==> config.mk <==
export PLATFORM = sky130hd
export DESIGN_NAME = addition
export DESIGN_NICKNAME = d
export VERILOG_FILES = /design/src/rtl/addition.sv
export SDC_FILE = /design/constraint.sdc
export NUM_CORES = 1
export LEC_CHECK = 0
export ABC_AREA = 1
export BUFFER_PORTS_ARGS = -buffer_cell sky130_fd_sc_hd__buf_2
export CORE_UTILIZATION = 35
export DETAILED_ROUTE_END_ITERATION = 10
export PLACE_DENSITY = 0.6
export REMOVE_ABC_BUFFERS = 1
export SYNTH_ARGS = -nofsm -noshare
export SYNTH_HDL_FRONTEND = slang
export SYNTH_SLANG_ARGS = --single-unit
==> constraint.sdc <==
create_clock -name clk -period 8.8 [get_ports clk]
set_clock_uncertainty 0.1 [all_clocks]
set_input_delay 2.2 -clock clk [delete_from_list [all_inputs] [get_ports clk]]
set_output_delay 2.2 -clock clk [all_outputs]
set_load 0.05 [all_outputs]
==> src/rtl/addition.sv <==
// Sequential IEEE-754 single-precision adder. The smaller operand is aligned one bit per
// cycle, the mantissas are combined in one cycle, and the sum is normalized one bit per
// cycle. Rounding is truncation only. Shares its interface with the subtraction unit.
module addition #(
    parameter int unsigned MAX_ALIGN = 25
) (
    input  logic        clk,
    input  logic        rst,
    input  logic [31:0] a,
    input  logic [31:0] b,
    input  logic [4:0]  flag_a,
    input  logic [4:0]  flag_b,
    input  logic        available,
    output logic [31:0] out,
    output logic        done,
    output logic        status
);

    localparam int unsigned DW = $clog2(MAX_ALIGN + 1);

    typedef enum logic [2:0] {
        StIdle, StStart, StException, StAlign, StAdd, StNorm, StDone
    } state_e;

    state_e          state_q, state_d;
    logic [31:0]     out_q, out_d;
    logic [24:0]     big_q, big_d;
    logic [24:0]     small_q, small_d;
    logic [24:0]     sum_q, sum_d;
    logic [7:0]      exp_q, exp_d;
    logic [DW-1:0]   d_q, d_d;
    logic            sign_q, sign_d;
    logic            sub_q, sub_d;
    logic            far_q, far_d;

    // Operand ordering and alignment distance, evaluated while in START.
    logic          a_ge;
    logic [31:0]   big_op, small_op;
    logic [7:0]    exp_diff;
    logic          far;
    logic [DW-1:0] d_load;

    // Special-case result, evaluated while in EXCEPTION.
    logic        a_zero, b_zero;
    logic [31:0] exc_result;

    // Reserved class bit is deliberately ignored.
    logic unused_flags;
    assign unused_flags = flag_a[4] ^ flag_b[4];

    // Magnitude compare on {exp, frac} and clamped exponent difference.
    always_comb begin
        a_ge     = a[30:0] >= b[30:0];
        big_op   = a_ge ? a : b;
        small_op = a_ge ? b : a;
        exp_diff = big_op[30:23] - small_op[30:23];
        far      = 32'(exp_diff) >= MAX_ALIGN;
        d_load   = far ? DW'(MAX_ALIGN) : exp_diff[DW-1:0];
    end

    // Special-operand resolution in priority order; subnormals count as zero.
    always_comb begin
        a_zero = flag_a[0] | flag_a[3];
        b_zero = flag_b[0] | flag_b[3];
        if (flag_a[2] || flag_b[2]) begin
            exc_result = 32'h7FC0_0000;
        end else if (flag_a[1] && flag_b[1] && (a[31] ^ b[31])) begin
            exc_result = 32'h7FC0_0000;
        end else if (flag_a[1]) begin
            exc_result = a;
        end else if (flag_b[1]) begin
            exc_result = b;
        end else if (a_zero && b_zero) begin
            exc_result = {a[31] & b[31], 31'b0};
        end else if (a_zero) begin
            exc_result = b;
        end else begin
            exc_result = a;
        end
    end

    // Next-state and datapath updates.
    always_comb begin
        state_d = state_q;
        out_d   = out_q;
        big_d   = big_q;
        small_d = small_q;
        sum_d   = sum_q;
        exp_d   = exp_q;
        d_d     = d_q;
        sign_d  = sign_q;
        sub_d   = sub_q;
        far_d   = far_q;

        unique case (state_q)
            StIdle: begin
                if (available) state_d = StStart;
            end
            StStart: begin
                if ((|flag_a[3:0]) || (|flag_b[3:0])) begin
                    state_d = StException;
                end else begin
                    big_d   = {2'b01, big_op[22:0]};
                    small_d = {2'b01, small_op[22:0]};
                    exp_d   = big_op[30:23];
                    sign_d  = big_op[31];
                    sub_d   = a[31] ^ b[31];
                    far_d   = far;
                    d_d     = d_load;
                    state_d = (d_load == '0) ? StAdd : StAlign;
                end
            end
            StException: begin
                out_d   = exc_result;
                state_d = StDone;
            end
            StAlign: begin
                small_d = small_q >> 1;
                d_d     = d_q - DW'(1);
                if (d_q == DW'(1)) begin
                    if (far_q) small_d = '0;
                    state_d = StAdd;
                end
            end
            StAdd: begin
                // big >= small by construction, so the difference never wraps.
                sum_d   = sub_q ? (big_q - small_q) : (big_q + small_q);
                state_d = StNorm;
            end
            StNorm: begin
                if (sum_q == '0) begin
                    out_d   = 32'h0000_0000;
                    state_d = StDone;
                end else if (sum_q[24]) begin
                    if (exp_q == 8'd254) begin
                        out_d   = {sign_q, 8'hFF, 23'b0};
                        state_d = StDone;
                    end else begin
                        sum_d = sum_q >> 1;
                        exp_d = exp_q + 8'd1;
                    end
                end else if (sum_q[23]) begin
                    out_d   = {sign_q, exp_q, sum_q[22:0]};
                    state_d = StDone;
                end else if (exp_q <= 8'd1) begin
                    // Underflow flushes to a signed zero.
                    out_d   = {sign_q, 31'b0};
                    state_d = StDone;
                end else begin
                    sum_d = sum_q << 1;
                    exp_d = exp_q - 8'd1;
                end
            end
            StDone: begin
                state_d = StDone;
            end
            default: begin
                state_d = StIdle;
            end
        endcase

        // Dropping the request aborts from any state without touching the result.
        if (!available) begin
            state_d = StIdle;
            out_d   = out_q;
        end
    end

    // State and datapath registers with synchronous reset.
    always_ff @(posedge clk) begin
        if (rst) begin
            state_q <= StIdle;
            out_q   <= '0;
            big_q   <= '0;
            small_q <= '0;
            sum_q   <= '0;
            exp_q   <= '0;
            d_q     <= '0;
            sign_q  <= 1'b0;
            sub_q   <= 1'b0;
            far_q   <= 1'b0;
        end else begin
            state_q <= state_d;
            out_q   <= out_d;
            big_q   <= big_d;
            small_q <= small_d;
            sum_q   <= sum_d;
            exp_q   <= exp_d;
            d_q     <= d_d;
            sign_q  <= sign_d;
            sub_q   <= sub_d;
            far_q   <= far_d;
        end
    end

    assign out    = out_q;
    assign done   = (state_q == StDone);
    assign status = (state_q == StStart) || (state_q == StException) ||
                    (state_q == StAlign) || (state_q == StAdd) || (state_q == StNorm);

endmodule

# == After elaboration in Yosys (flattened, before gate mapping) ==
# Cells that the tools add are included.
# op_classes
n_addsub,6
mul,0
n_div,0
order_cmp,3
eq_ne,16
shift,0
mux,44
bitwise_logic,6
reduce_logical,28
# op_table
op,n
two-way mux 32 bit,12
two-way mux 25 bit,5
case mux 25 bit (2 select lines),2
two-way mux 24 bit,4
case mux 32 bit (2 select lines),1
two-way mux 8 bit,6
>= comparator 31 bit,1
two-way mux 31 bit,1
adder 24 x 25 -> 25 bit,1
logical NOT 25 bit,1
subtractor 24 x 25 -> 25 bit,1
two-way mux 3 bit,8
case mux 3 bit (6 select lines),1
case mux 8 bit (2 select lines),1
two-way mux 5 bit,2
case mux 5 bit (2 select lines),1
== test 3 bit (second input constant),3
inequality test 3 bit (second input constant),3
adder 8 x 1 -> 8 bit (second input constant),1
== test 8 bit (second input constant),1
>= comparator 8 x 5 -> 1 bit (second input constant),1
<= comparator 8 x 1 -> 1 bit (second input constant),1
nonzero test 2 bit,4
OR reduction 4 bit,2
23 further kinds,39
# word_totals
reg_bits,125
latch_bits,0
ram_bits,0
rom_bits,0
input_bits,77
out_inout_bits,34
n_memories,0

# == Depth between registers and ports, before layout ==
# logic_depth
word_depth,9
mapped_depth,29
mapped_depth_nobuf,28

# == Worst setup path before layout ==
# OpenSTA, ideal clock, no wires.
# synth_path
kind,in2reg
from,input b[26]
to,register d_q[2]
arrival_time_ns,4.736
t_required_ns,8.626
slack_ns,3.889
path_stages,24
cell_sequence,inv_1 -> ha_1 -> nand2_1 -> inv_2 -> nand2_1 -> nand2_1 -> a21oi_1 -> nand2_1 -> nor2_4 -> nand2_2 -> buf_6 -> nand2_4 -> nand3_4 -> ha_1 -> inv_1 -> nand3_2 -> xnor2_1 -> nand3_1 -> nand3_1 -> nand2_1 -> nor2_4 -> nand2_2 -> or2_1 -> a31oi_1
# synth_via
elab_chain_len,7
word_cells_on_any_way,8
# synth_rtl
item,line_no,rtl
start: declaration,10,"input logic [31:0] b,"
>= comparator 31 bit,53,a_ge = a[30:0] >= b[30:0];
two-way mux 32 bit / two-way mux 31 bit (equally long branches),"54, 55",
subtractor 8 bit (*),56,exp_diff = big_op[30:23] - small_op[30:23];
>= comparator 8 x 5 -> 1 bit,57,far = 32'(exp_diff) >= MAX_ALIGN;
two-way mux 5 bit (*),58,d_load = far ? DW'(MAX_ALIGN) : exp_diff[DW-1:0];
two-way mux 5 bit (*),100,if ((|flag_a[3:0]) || (|flag_b[3:0])) begin
case mux 5 bit (2 select lines) (*),95,unique case (state_q)
end signal: assignment,178,d_q <= '0;
end signal: assignment,189,d_q <= d_d;
end: declaration,31,"logic [DW-1:0] d_q, d_d;"
# Every way passes the cells marked *; elsewhere a longest branch is shown, timed or not. The select of a mux whose other input is x is not followed.
# A chain may end at the register's enable or synchronous reset.

# == Worst setup path in the final report ==
# layout_path
from,input b[28]
to,register d_q[2]
# The elaborated chain is that of the path after synthesis.

==> results.yml <==
setup_path:
  reg2reg_slack_ns: 4.04
  r2r-end: "sum_q[24]$_SDFFE_PP0P_"
  cp_num_buf_inv: 4
  reg2reg_depth: 24
  crit_top_cell: "nand2_1"
  crit_path_end_kind: "flop"
  crit_required_ns: 9.04
  crit_family: "simple AND/OR/NAND/NOR gates"
  startpoint: "b[28]"
  worstReg2RegStart: "sub_q$_SDFFE_PP0P_"
  start_kind: "primary input"
  cp-endpoint: "d_q[2]$_SDFFE_PP0P_"
  cp_slowest_cell: "buf_4"
  cp_cell_sequence: "buf_2 -> inv_1 -> ha_1 -> nand2_1 -> nor2_2 -> nand4_2 -> nor2_2 -> nand2_2 -> nand2_4 -> buf_4 -> nand3_1 -> nand2_1 -> inv_1 -> nand2_1 -> a21oi_2 -> nand2_1 -> nand2_1 -> nand2_1 -> nand2_1 -> nor2_4 -> nand2_2 -> or2_1 -> a31oi_1"
  crit_arrival_ns: 5.72
  slowest_delay_ns: 0.71
  crit_path_max_fanout: 100
  crit_type: "in -> reg"
  path_depth: 23
clocking:
  clk_pin_slew_ns: 0.06
  cts_setup_buffers: 0
  cts.repair.resized: 0
  clock_latency_ns: 0.43
  postCtsHoldBufs: 0
  htree_levels: 4
  cts_inserted_buffers: 17
  clockRootBuffer: "clkbuf_16"
  cts_tree: "yes"
  clock-sinks: 124
  clk_path_buf_depth: 2
sta:
  fin_crit_ns: 5.48
  rsz0062_at_grt: "false"
  fin_tns_setup_ns: 0
  fmax_ghz: 0.183
  min_period_over_period: 0.622
  slew-limit-headroom: 0.256
  hold_slack_ns: 0.340
  setup_viol: 0
  hold_viol_final: 0
  worstMarginPinSlew_ns: 1.11
  final_max_slew_viol_count: 0
detailed_routing:
  wl_met1_um: 15300
  post_drt_wl_per_cell_um: 16.9
  vias: 10700
  dr_wl_met3_um: 1920
  drt_first_pass_iters: 6
  routed.top_layer: "met4"
  ant_nets: 0
  route.met2.wl_um: 14700
  drc: 0
  drt_iter0_drc: 1086
  wl_um: 32900
  routed_via_density: 5.49
yosys:
  async_flop_share: 0
  synth_warnings: 0
  synth_ff_type: "dfxtp_1"
  ys_seq_area_frac: 0.254
  netlist-cell-type-count: 47
  ys_ff_latch: 124
  synth_cells: 1498
  synth_top_area_frac: 0.254
  avgSynthCellArea_um2: 6.53
  netlist.top_cell.by_area: "dfxtp_1"
  synth-edff-count: 0
  netlist_top_cells_area: "dfxtp_1, o21ai_0, a21oi_1"
  syn-cell-area_um2: 9780
placed_design:
  portBuffers: 108
  hpwl_um: 23200
  gp_congestion: 0.889
global_route:
  antenna_found_initial: 0
  grt_util_all_layers: 0.231
  grt_pass1_wl_um: 52000
  grt-ovfl-total: 0
  grt_max_degree: 101
  first_global_vias: 9764
floorplan:
  die_area_um2: 28600
  initial_utilization: 0.360
  rows: 60
  die_h_um: 169
  core_area_um2: 27200
  io_pins: 111
  die_x_um: 169
finish:
  drive_above_1_share: 0.123
  nets: 1704
  area_growth_pct: 14.3
  antenna_cells: 0
hold_path:
  hp-class: "reg -> reg"
pwr:
  vdd_ir_drop_max_mv: 0.140
  powerDensity_nw_per_um2: 168
  p_leak_nw: 5.19
run_status:
  status: "completed"
flow_run:
  maxCapViolCount: 0
[power breakdown]
| group | internal (W) | total, W | switching, W |
|---|---|---|---|
| Clock | 0.000413 | 0.000691 | 0.000278 |
| Sequential | 0.000582 | 0.000601 | 0.0000192 |
| Combinational | 0.000190 | 0.000585 | 0.000395 |
[logic make-up after synthesis]
| family | synth area share |
|---|---|
| AO/OA/AOI/OAI | 0.328 |
| AND/OR/NAND/NOR | 0.188 |
| buffers and inverters | 0.120 |
| flip-flops | 0.254 |
| adder cells (fa/ha/maj) | 0.0840 |
| XOR/XNOR | 0.0260 |
[final cells by class]
cell class	count	area (µm²)
fillers	2943	16000
multi-input cells	1063	6150
flip-flops and latches	124	2480
inverters	233	875
repair buffers	123	653
clock buffers	23	488
well taps	372	465
clock inverters	7	65.1
[sequential cells by signal, indices dropped and copies added (netlist names)]
signal / flops
out: 32
state_q: 3
far_q: 1
sign_q: 1
d_q: 5
sub_q: 1
sum_q: 25
small_q: 24
big_q: 24
exp_q: 8
[tightest hold or removal path, delay by kind of cell, from the launching register on]
| family | cells | cell delay [ns] |
|---|---|---|
| buffers and inverters | 1 | 0.04 |
| DFF | 1 | 0.30 |
| AOI/OAI and AO/OA | 1 | 0.05 |
[layer usage]
layer,GRT usage,vias up
met5,0,-
met4,0.0877,0
met3,0.0324,62
met2,0.366,349
met1,0.317,4954
li1,-,5315
[through the flow]
step	area, µm²	setup slack, ns	instances	util	power (W)
4_1_cts	11200	3.36	1945	0.411	0.00188
5_1_grt	11200	2.99	1945	0.411	0.00198
3_5_place_dp	10600	2.93	1915	0.391	0.00119
6_report	11200	3.32	1945	0.411	0.00188
2_1_floorplan	9480	3.14	1420	-	0.00102
3_3_place_gp	10600	2.99	1915	0.391	0.00118
[worst min path at each step]
stage | startpoint | end | slack (ns) | cells after the start
3_5_place_dp | out[23]$_SDFFE_PP0P_ | out[23]$_SDFFE_PP0P_ | 0.34 | 2
4_1_cts | out[23]$_SDFFE_PP0P_ | out[23]$_SDFFE_PP0P_ | 0.34 | 2
6_report | out[27]$_SDFFE_PP0P_ | out[27]$_SDFFE_PP0P_ | 0.34 | 2
3_3_place_gp | out[23]$_SDFFE_PP0P_ | out[23]$_SDFFE_PP0P_ | 0.33 | 2
5_1_grt | out[24]$_SDFFE_PP0P_ | out[24]$_SDFFE_PP0P_ | 0.36 | 2
2_1_floorplan | big_q[23]$_SDFFE_PP0P_ | big_q[23]$_SDFFE_PP0P_ | 0.35 | 2
[synthesized netlist by cell type (2+ instances only)]
cell and instances:
a211oi_1 26, a21boi_0 2, a21oi_1 175, a21oi_2 2, a221oi_1 22, a22oi_1 2, a311oi_1 4, a31oi_1 28
buf_1 4, clkbuf_1 73, clkinv_1 3, dfxtp_1 124, ha_1 64, inv_1 225, inv_2 5, nand2_1 196
nand2_2 5, nand3_1 43, nand3_2 4, nand4_1 18, nand4_2 2, nor2_1 103, nor2_2 3, nor2_4 2
nor3_1 20, nor4_1 8, o211ai_1 41, o21ai_0 209, o21ai_1 2, o21bai_1 4, o221ai_1 8, o22ai_1 3
o31ai_1 3, o32ai_1 17, or2_2 9, xnor2_1 12, xor2_1 17
[cell usage in the layout, fill, tap and decap left out, types with 3 or more instances in the layout]
cell type	instances
nand2_1	196
o31ai_1	3
a311oi_1	4
a31oi_1	28
or2_2	9
nor4_1	8
ha_1	64
o221ai_1	8
xor2_1	17
o211ai_1	41
nor3_1	19
o21ai_0	209
nand2_2	4
buf_4	15
xnor2_1	12
dfxtp_1	124
a211oi_1	26
o21bai_1	4
nor2_2	6
clkbuf_8	4
clkinv_2	4
buf_2	108
inv_2	6
o22ai_1	3
nand3_1	42
nor2_1	100
clkbuf_16	17
nand4_1	18
nand3_2	5
a21oi_1	175
a221oi_1	22
inv_1	225
o32ai_1	17
Power figures use the tool's default switching activity.
